===== src/rtl/onewire_pkg.sv =====
// rtl/onewire_pkg.sv - shared state encoding, error codes and 1-Wire command bytes
package onewire_pkg;

  typedef enum logic [2:0] {
    ST_IDLE = 3'd0,
    ST_RST  = 3'd1,
    ST_SKIP = 3'd2,
    ST_WR   = 3'd3,
    ST_RD   = 3'd4,
    ST_FIN  = 3'd5,
    ST_ERR  = 3'd6
  } state_t;

  localparam logic [1:0] ERR_NONE        = 2'd0;
  localparam logic [1:0] ERR_NO_PRESENCE = 2'd1;
  localparam logic [1:0] ERR_TIMEOUT     = 2'd2;
  localparam logic [1:0] ERR_RD_LEN      = 2'd3;

  localparam logic [7:0] SKIP_ROM         = 8'hCC;
  localparam logic [7:0] CMD_CONVERT_T    = 8'h44;
  localparam logic [7:0] CMD_READ_SCRATCH = 8'hBE;

  localparam int TMR_W = 11;

endpackage


===== src/rtl/onewire_phase_timer.sv =====
// rtl/onewire_phase_timer.sv - per-phase wait counter flagging the last allowed cycle
module onewire_phase_timer
  import onewire_pkg::*;
#(
  parameter int TIMEOUT_CYC = 1023
) (
  input  logic clk,
  input  logic rst_n,
  input  logic i_clear,
  input  logic i_enable,
  output logic o_expired
);

  localparam logic [TMR_W-1:0] LAST_CYC = TMR_W'(TIMEOUT_CYC - 1);

  logic [TMR_W-1:0] r_cnt;

  always_ff @(posedge clk or negedge rst_n) begin
    if (!rst_n) begin
      r_cnt <= '0;
    end else if (i_clear) begin
      r_cnt <= '0;
    end else if (i_enable) begin
      r_cnt <= r_cnt + 1'b1;
    end
  end

  // High in the TIMEOUT_CYC-th waiting cycle; a done in that same cycle still wins.
  assign o_expired = i_enable && (r_cnt == LAST_CYC);

endmodule


===== src/rtl/onewire_seq_ctrl.sv =====
// rtl/onewire_seq_ctrl.sv - 1-Wire transaction sequencer: reset, skip ROM, command write, byte reads
module onewire_seq_ctrl
  import onewire_pkg::*;
#(
  parameter int TIMEOUT_CYC = 1023,
  parameter int MAX_RD      = 9
) (
  input  logic       clk,
  input  logic       rst_n,
  input  logic       start,
  input  logic [7:0] cmd_byte,
  input  logic [3:0] rd_len,
  output logic       busy,
  output logic       done,
  output logic [1:0] error,
  output logic [7:0] rx_data,
  output logic       rx_valid,
  output logic       en_reset_pulse,
  input  logic       done_reset_pulse,
  input  logic       presence,
  output logic       en_skip_cmd_sender,
  input  logic       done_skip_cmd_sending,
  output logic       en_byte_write,
  output logic [7:0] wr_byte,
  input  logic       done_byte_write,
  output logic       en_byte_read,
  input  logic       done_byte_read,
  input  logic [7:0] rd_byte
);

  state_t     r_state;
  state_t     w_next;
  logic [7:0] r_cmd;
  logic [3:0] r_len;
  logic [3:0] r_cnt;
  logic       r_rd_gap;
  logic [1:0] r_error;
  logic [7:0] r_rx_data;
  logic       r_rx_valid;

  logic       w_expired;
  logic       w_tmr_clear;
  logic       w_tmr_en;
  logic       w_len_bad;
  logic       w_accept;
  logic       w_rd_done;
  logic       w_last;
  logic       w_err_load;
  logic [1:0] w_err_code;

  assign w_len_bad = (rd_len > 4'(MAX_RD));
  assign w_accept  = (r_state == ST_IDLE) && start;
  assign w_rd_done = (r_state == ST_RD) && !r_rd_gap && done_byte_read;
  assign w_last    = (r_cnt == (r_len - 4'd1));

  always_ff @(posedge clk or negedge rst_n) begin
    if (!rst_n) begin
      r_state <= ST_IDLE;
    end else begin
      r_state <= w_next;
    end
  end

  always_comb begin
    w_next     = r_state;
    w_err_load = 1'b0;
    w_err_code = ERR_NONE;
    case (r_state)
      ST_IDLE: begin
        if (start) begin
          w_err_load = 1'b1;
          if (w_len_bad) begin
            w_next     = ST_ERR;
            w_err_code = ERR_RD_LEN;
          end else begin
            w_next = ST_RST;
          end
        end
      end
      ST_RST: begin
        if (done_reset_pulse) begin
          if (presence) begin
            w_next = ST_SKIP;
          end else begin
            w_next     = ST_ERR;
            w_err_load = 1'b1;
            w_err_code = ERR_NO_PRESENCE;
          end
        end else if (w_expired) begin
          w_next     = ST_ERR;
          w_err_load = 1'b1;
          w_err_code = ERR_TIMEOUT;
        end
      end
      ST_SKIP: begin
        if (done_skip_cmd_sending) begin
          w_next = ST_WR;
        end else if (w_expired) begin
          w_next     = ST_ERR;
          w_err_load = 1'b1;
          w_err_code = ERR_TIMEOUT;
        end
      end
      ST_WR: begin
        if (done_byte_write) begin
          w_next = (r_len != 4'd0) ? ST_RD : ST_FIN;
        end else if (w_expired) begin
          w_next     = ST_ERR;
          w_err_load = 1'b1;
          w_err_code = ERR_TIMEOUT;
        end
      end
      ST_RD: begin
        // During the one-cycle gap between bytes the reader is idle and its done is ignored.
        if (!r_rd_gap) begin
          if (done_byte_read) begin
            w_next = w_last ? ST_FIN : ST_RD;
          end else if (w_expired) begin
            w_next     = ST_ERR;
            w_err_load = 1'b1;
            w_err_code = ERR_TIMEOUT;
          end
        end
      end
      ST_FIN:  w_next = ST_IDLE;
      ST_ERR:  w_next = ST_IDLE;
      default: w_next = ST_IDLE;
    endcase
  end

  always_comb begin
    en_reset_pulse     = (r_state == ST_RST);
    en_skip_cmd_sender = (r_state == ST_SKIP);
    en_byte_write      = (r_state == ST_WR);
    en_byte_read       = (r_state == ST_RD) && !r_rd_gap;
    busy               = (r_state == ST_RST) || (r_state == ST_SKIP) ||
                         (r_state == ST_WR)  || (r_state == ST_RD);
    done               = (r_state == ST_FIN);
    error              = r_error;
    rx_data            = r_rx_data;
    rx_valid           = r_rx_valid;
    wr_byte            = r_cmd;
  end

  always_ff @(posedge clk or negedge rst_n) begin
    if (!rst_n) begin
      r_cmd      <= 8'h00;
      r_len      <= 4'd0;
      r_cnt      <= 4'd0;
      r_rd_gap   <= 1'b0;
      r_error    <= ERR_NONE;
      r_rx_data  <= 8'h00;
      r_rx_valid <= 1'b0;
    end else begin
      r_rx_valid <= w_rd_done;
      r_rd_gap   <= w_rd_done && !w_last;
      if (w_rd_done) begin
        r_rx_data <= rd_byte;
        r_cnt     <= r_cnt + 4'd1;
      end
      if (w_accept && !w_len_bad) begin
        r_cmd <= cmd_byte;
        r_len <= rd_len;
        r_cnt <= 4'd0;
      end
      if (w_err_load) begin
        r_error <= w_err_code;
      end
    end
  end

  // Restart the wait on every state change and for each new byte of a read burst.
  assign w_tmr_clear = (w_next != r_state) || w_rd_done || r_rd_gap;
  assign w_tmr_en    = en_reset_pulse || en_skip_cmd_sender || en_byte_write || en_byte_read;

  onewire_phase_timer #(
    .TIMEOUT_CYC(TIMEOUT_CYC)
  ) u_phase_timer (
    .clk      (clk),
    .rst_n    (rst_n),
    .i_clear  (w_tmr_clear),
    .i_enable (w_tmr_en),
    .o_expired(w_expired)
  );

endmodule


===== config.mk =====
export PLATFORM = sky130hd
export DESIGN_NAME = onewire_seq_ctrl
export DESIGN_NICKNAME = d
export VERILOG_FILES = /design/src/rtl/onewire_pkg.sv /design/src/rtl/onewire_phase_timer.sv /design/src/rtl/onewire_seq_ctrl.sv
export SDC_FILE = /design/constraint.sdc
export NUM_CORES = 1
export LEC_CHECK = 0
export CAP_MARGIN = 20
export CORE_UTILIZATION = 50
export DETAILED_ROUTE_END_ITERATION = 10
export HOLD_SLACK_MARGIN = 0.05
export PLACE_DENSITY_LB_ADDON = 0.12
export SYNTH_ARGS = -nofsm -noshare
export SYNTH_HDL_FRONTEND = slang
export SYNTH_SLANG_ARGS = --single-unit

===== constraint.sdc =====
create_clock -name clk -period 5.35 [get_ports clk]
set_input_delay 0.535 -clock clk [delete_from_list [all_inputs] [get_ports clk]]
set_output_delay 0.535 -clock clk [all_outputs]
set_load 0.005 [all_outputs]

==> results.txt <==
----------------------------------------------------
[Finish]
  Nets@finish ... 296
  Antenna cell count ... 0
  Final Instance Area ... 0.00291 sq mm
  Most common cell after layout, fill and taps aside ... sky130_fd_sc_hd__clkdlybuf4s50_1
  Layout cells sized above 1 ... 15.9%
  Final core occ ... 66.8%
  Commonest non-fill, non-tap cells in the layout ... sky130_fd_sc_hd__clkdlybuf4s50_1, sky130_fd_sc_hd__dfrtp_1, sky130_fd_sc_hd__nand2_1
  P&R area growth vs syn ... 28.7%

[Synthesis]
  Area fraction of the dominant cell type after synthesis ... 46.5%
  Primary flip-flop cell chosen by synthesis mapping ... sky130_fd_sc_hd__dfrtp_1
  Post-synthesis cell type with the largest combined area ... sky130_fd_sc_hd__dfrtp_1
  Main area contributors after synthesis ... sky130_fd_sc_hd__dfrtp_1, sky130_fd_sc_hd__nand2_1, sky130_fd_sc_hd__xnor2_1
  Yosys reg bits ... 42
  Number of synthesis warnings ... 0
  Post-synthesis instance area ... 0.00226 sq mm
  Net count after synthesis ... 245
  Area share of fa/ha/maj cells after synthesis ... 2.22%
  Async S/R FF share, synth ... 100%
  Gate count of the mapped netlist ... 213
  Mux contribution to synthesized area ... 5.43%
  Post-synthesis average cell area ... 10.6 sq um
  Sequential element share of the synthesized area ... 46.5%
  Count of flip-flops with a built-in enable after synthesis ... 0
  Post-synthesis share of cell area spent on and, or, nand and nor gates ... 22.8%
  Number of distinct standard cells referenced by the synthesized netlist ... 52
  Largest family of logic cells by synthesized area ... simple AND/OR/NAND/NOR gates
  XOR/XNOR share of the synthesized area ... 8.03%
  Share of the synthesized area in compound gates (AO/OA/AOI/OAI) ... 10.5%

[CTS]
  Maximum clock path buffer count ... 2
  Number of buffers added for setup after CTS ... 0
  Clock root buffer ... sky130_fd_sc_hd__clkbuf_8
  Worst skew pair latency ... 0.30 ns
  Clock tree from TritonCTS ... yes
  Deepest level of the CTS H-tree ... 2
  Cts-stage hold buffer count ... 0
  TritonCTS Sinks ... 42
  Clock slew at the register clock pins of the worst setup and hold paths ... 0.08 ns
  Count of instances resized after the clock tree is built ... 0
  TritonCTS buffer count ... 5

[Global route]
  Number of global-route vias before repair ... 1744
  Global route overflow ... 0
  Number of antenna violations at the first check in global routing ... 0
  Largest net degree at the start of global routing ... 43
  Gr usage total ... 21.3%
  Global-route wire length before repair ... 8.11 mm

[Critical path]
  Endpoint kind of the worst setup timing path ... output port
  Critical Path AT ... 2.10 ns
  Worst endpoint required time ... 4.82 ns
  Worst reg2reg endpoint ... r_cnt[3]$_DFFE_PN0P_
  Startpoint kind of the worst setup timing path ... flop
  Worst-path maximum fanout ... 16
  Launch point of the worst reg-to-reg path ... r_state[1]$_DFF_PN0_
  Cells on worst reg2reg path ... 7
  Reg-to-reg slack, setup ... 2.78 ns
  Type of the setup path with the least slack ... reg2out

[Detailed routing]
  Sum of routed wire segments on met1 ... 2.12 mm
  Antenna Nets Post-Route ... 0
  Routed wire length per instance ... 14.5 um
  Vias per inst ... 5.36
  Via count of the routed design ... 1693
  Detailed-router iteration count before antenna repair ... 4
  Met3 wirelength from detailed routing ... 212 um
  Length of routed met2 wiring ... 2.20 mm
  Total Wirelength ... 4.59 mm
  Highest metal layer used by the detailed router ... met4
  First DRT Iteration DRCs ... 88
  Residual DRC ... 0

[STA]
  Achievable frequency ... 380 MHz
  Final hold vios ... 0
  Tcrit/Tclk final ... 49.2%
  Largest clock skew in the final design ... 0.00407 ns
  Minimum clock period ... 2.63 ns
  Post-route setup TNS ... 0 ns
  Unrepaired setup endpoints after global routing ... no
  Final setup viols ... 0
  Slew at the pin closest to its max-slew limit ... 0.937 ns
  Final Max Slew Viols ... 0
  Slew headroom ... 37.5%

[Hold path]
  Tightest Hold Check Type ... in2async

[Floorplan]
  Horiz. Die Dim ... 69.2 um
  Total die area ... 0.00479 sq mm
  Die Height ... 69.2 um
  Area of the core ... 0.00435 sq mm
  Initial cell density of the core ... 51.9%
  Row count ... 24
  Number of top-level pins ... 53

[Flow run]
  Maximum capacitance violations ... 0

[Placed design]
  Weighted congestion at the end of routability-driven global placement ... 0.803
  Hpwl dp ... 3.21 mm
  Number of port buffers ... 52
  Placed inst area ... 0.00279 sq mm

[Pwr]
  Largest vdd supply drop ... 0.265 mV
  Total Power ... 1.44 mW
  Total power density per cell area ... 496 mW/mm^2
  Leak Pwr ... 1.25 nW

[Outcome]
  Result of the run ... finished, final reports clean

----------------------------------------------------
registers in the layout, indices dropped and copies added (netlist names):
register,count
u_phase_timer.r_cnt,11
rx_data,8
wr_byte,8
r_cnt,4
r_len,4
r_state,3
error,2
r_rd_gap,1
rx_valid,1
worst max-delay path by stage:
stage	startpoint	to	slack [ns]
global placement	start	wr_byte[1]$_DFFE_PN0P_	2.74
detailed placement	start	wr_byte[3]$_DFFE_PN0P_	2.72
CTS	r_state[1]$_DFF_PN0_	en_byte_read	2.71
global route	r_state[1]$_DFF_PN0_	r_cnt[3]$_DFFE_PN0P_	2.57
floorplan	r_state[0]$_DFF_PN0_	wr_byte[6]$_DFFE_PN0P_	3.25
finish	r_state[1]$_DFF_PN0_	en_byte_read	2.72
metrics by stage:
| step | cells | worst slack, ns | hold WS, ns |
|---|---|---|---|
| floorplan | 213 | 3.25 | 0.239 |
| global placement | 309 | 2.74 | 0.457 |
| detailed placement | 309 | 2.72 | 0.464 |
| CTS | 316 | 2.71 | 0.415 |
| global route | 316 | 2.57 | 0.461 |
| finish | 316 | 2.72 | 0.371 |
synth_stat cells, types with 3 or more instances:
cell                       count
sky130_fd_sc_hd__nor2_1       10
sky130_fd_sc_hd__xnor2_1      14
sky130_fd_sc_hd__a21oi_1       5
sky130_fd_sc_hd__nor3_1        5
sky130_fd_sc_hd__nor3_2       10
sky130_fd_sc_hd__mux2_2       10
sky130_fd_sc_hd__xor2_1        4
sky130_fd_sc_hd__nand2_1      37
sky130_fd_sc_hd__ha_1          4
sky130_fd_sc_hd__o211ai_1      3
sky130_fd_sc_hd__buf_2         3
sky130_fd_sc_hd__clkbuf_1      3
sky130_fd_sc_hd__dfrtp_1      42
sky130_fd_sc_hd__o21ai_0       6
sky130_fd_sc_hd__inv_1         9
power by group:
part	internal, mW	switching [mW]
registers	0.421	0.0920
clock network	0.149	0.109
logic	0.366	0.304
total	0.937	0.505
worst max-delay path, stage by stage (launching register included):
cell and delay, ns:
sky130_fd_sc_hd__dfrtp_1 0.55, sky130_fd_sc_hd__or4b_4 0.66, sky130_fd_sc_hd__inv_1 0.10, sky130_fd_sc_hd__clkdlybuf4s50_1 0.49
cells by family after synthesis:
family | after synthesis
mux | 11
simple gates | 87
fa+ha+maj | 4
xor+xnor | 19
buf+inv | 20
flops | 42
compound gates | 30
area by class of cell:
| cell class | count | area (sq um) |
|---|---|---|
| inverters | 9 | 33.8 |
| multi-input cells | 151 | 1110 |
| well taps | 52 | 65.1 |
| repair buffers | 55 | 538 |
| flip-flops and latches | 42 | 1050 |
| clock buffers | 6 | 82.6 |
| fillers | 365 | 1450 |
| clock inverters | 1 | 30.0 |
layer usage:
| metal | vias to the layer above | GRT usage, % |
|---|---|---|
| met3 | 6 | 5.96 |
| met1 | 811 | 28.2 |
| met4 | 0 | 6.12 |
| met5 | - | 0 |
| li1 | 837 | - |
| met2 | 39 | 34.2 |
(Power assumes the default switching activity.)
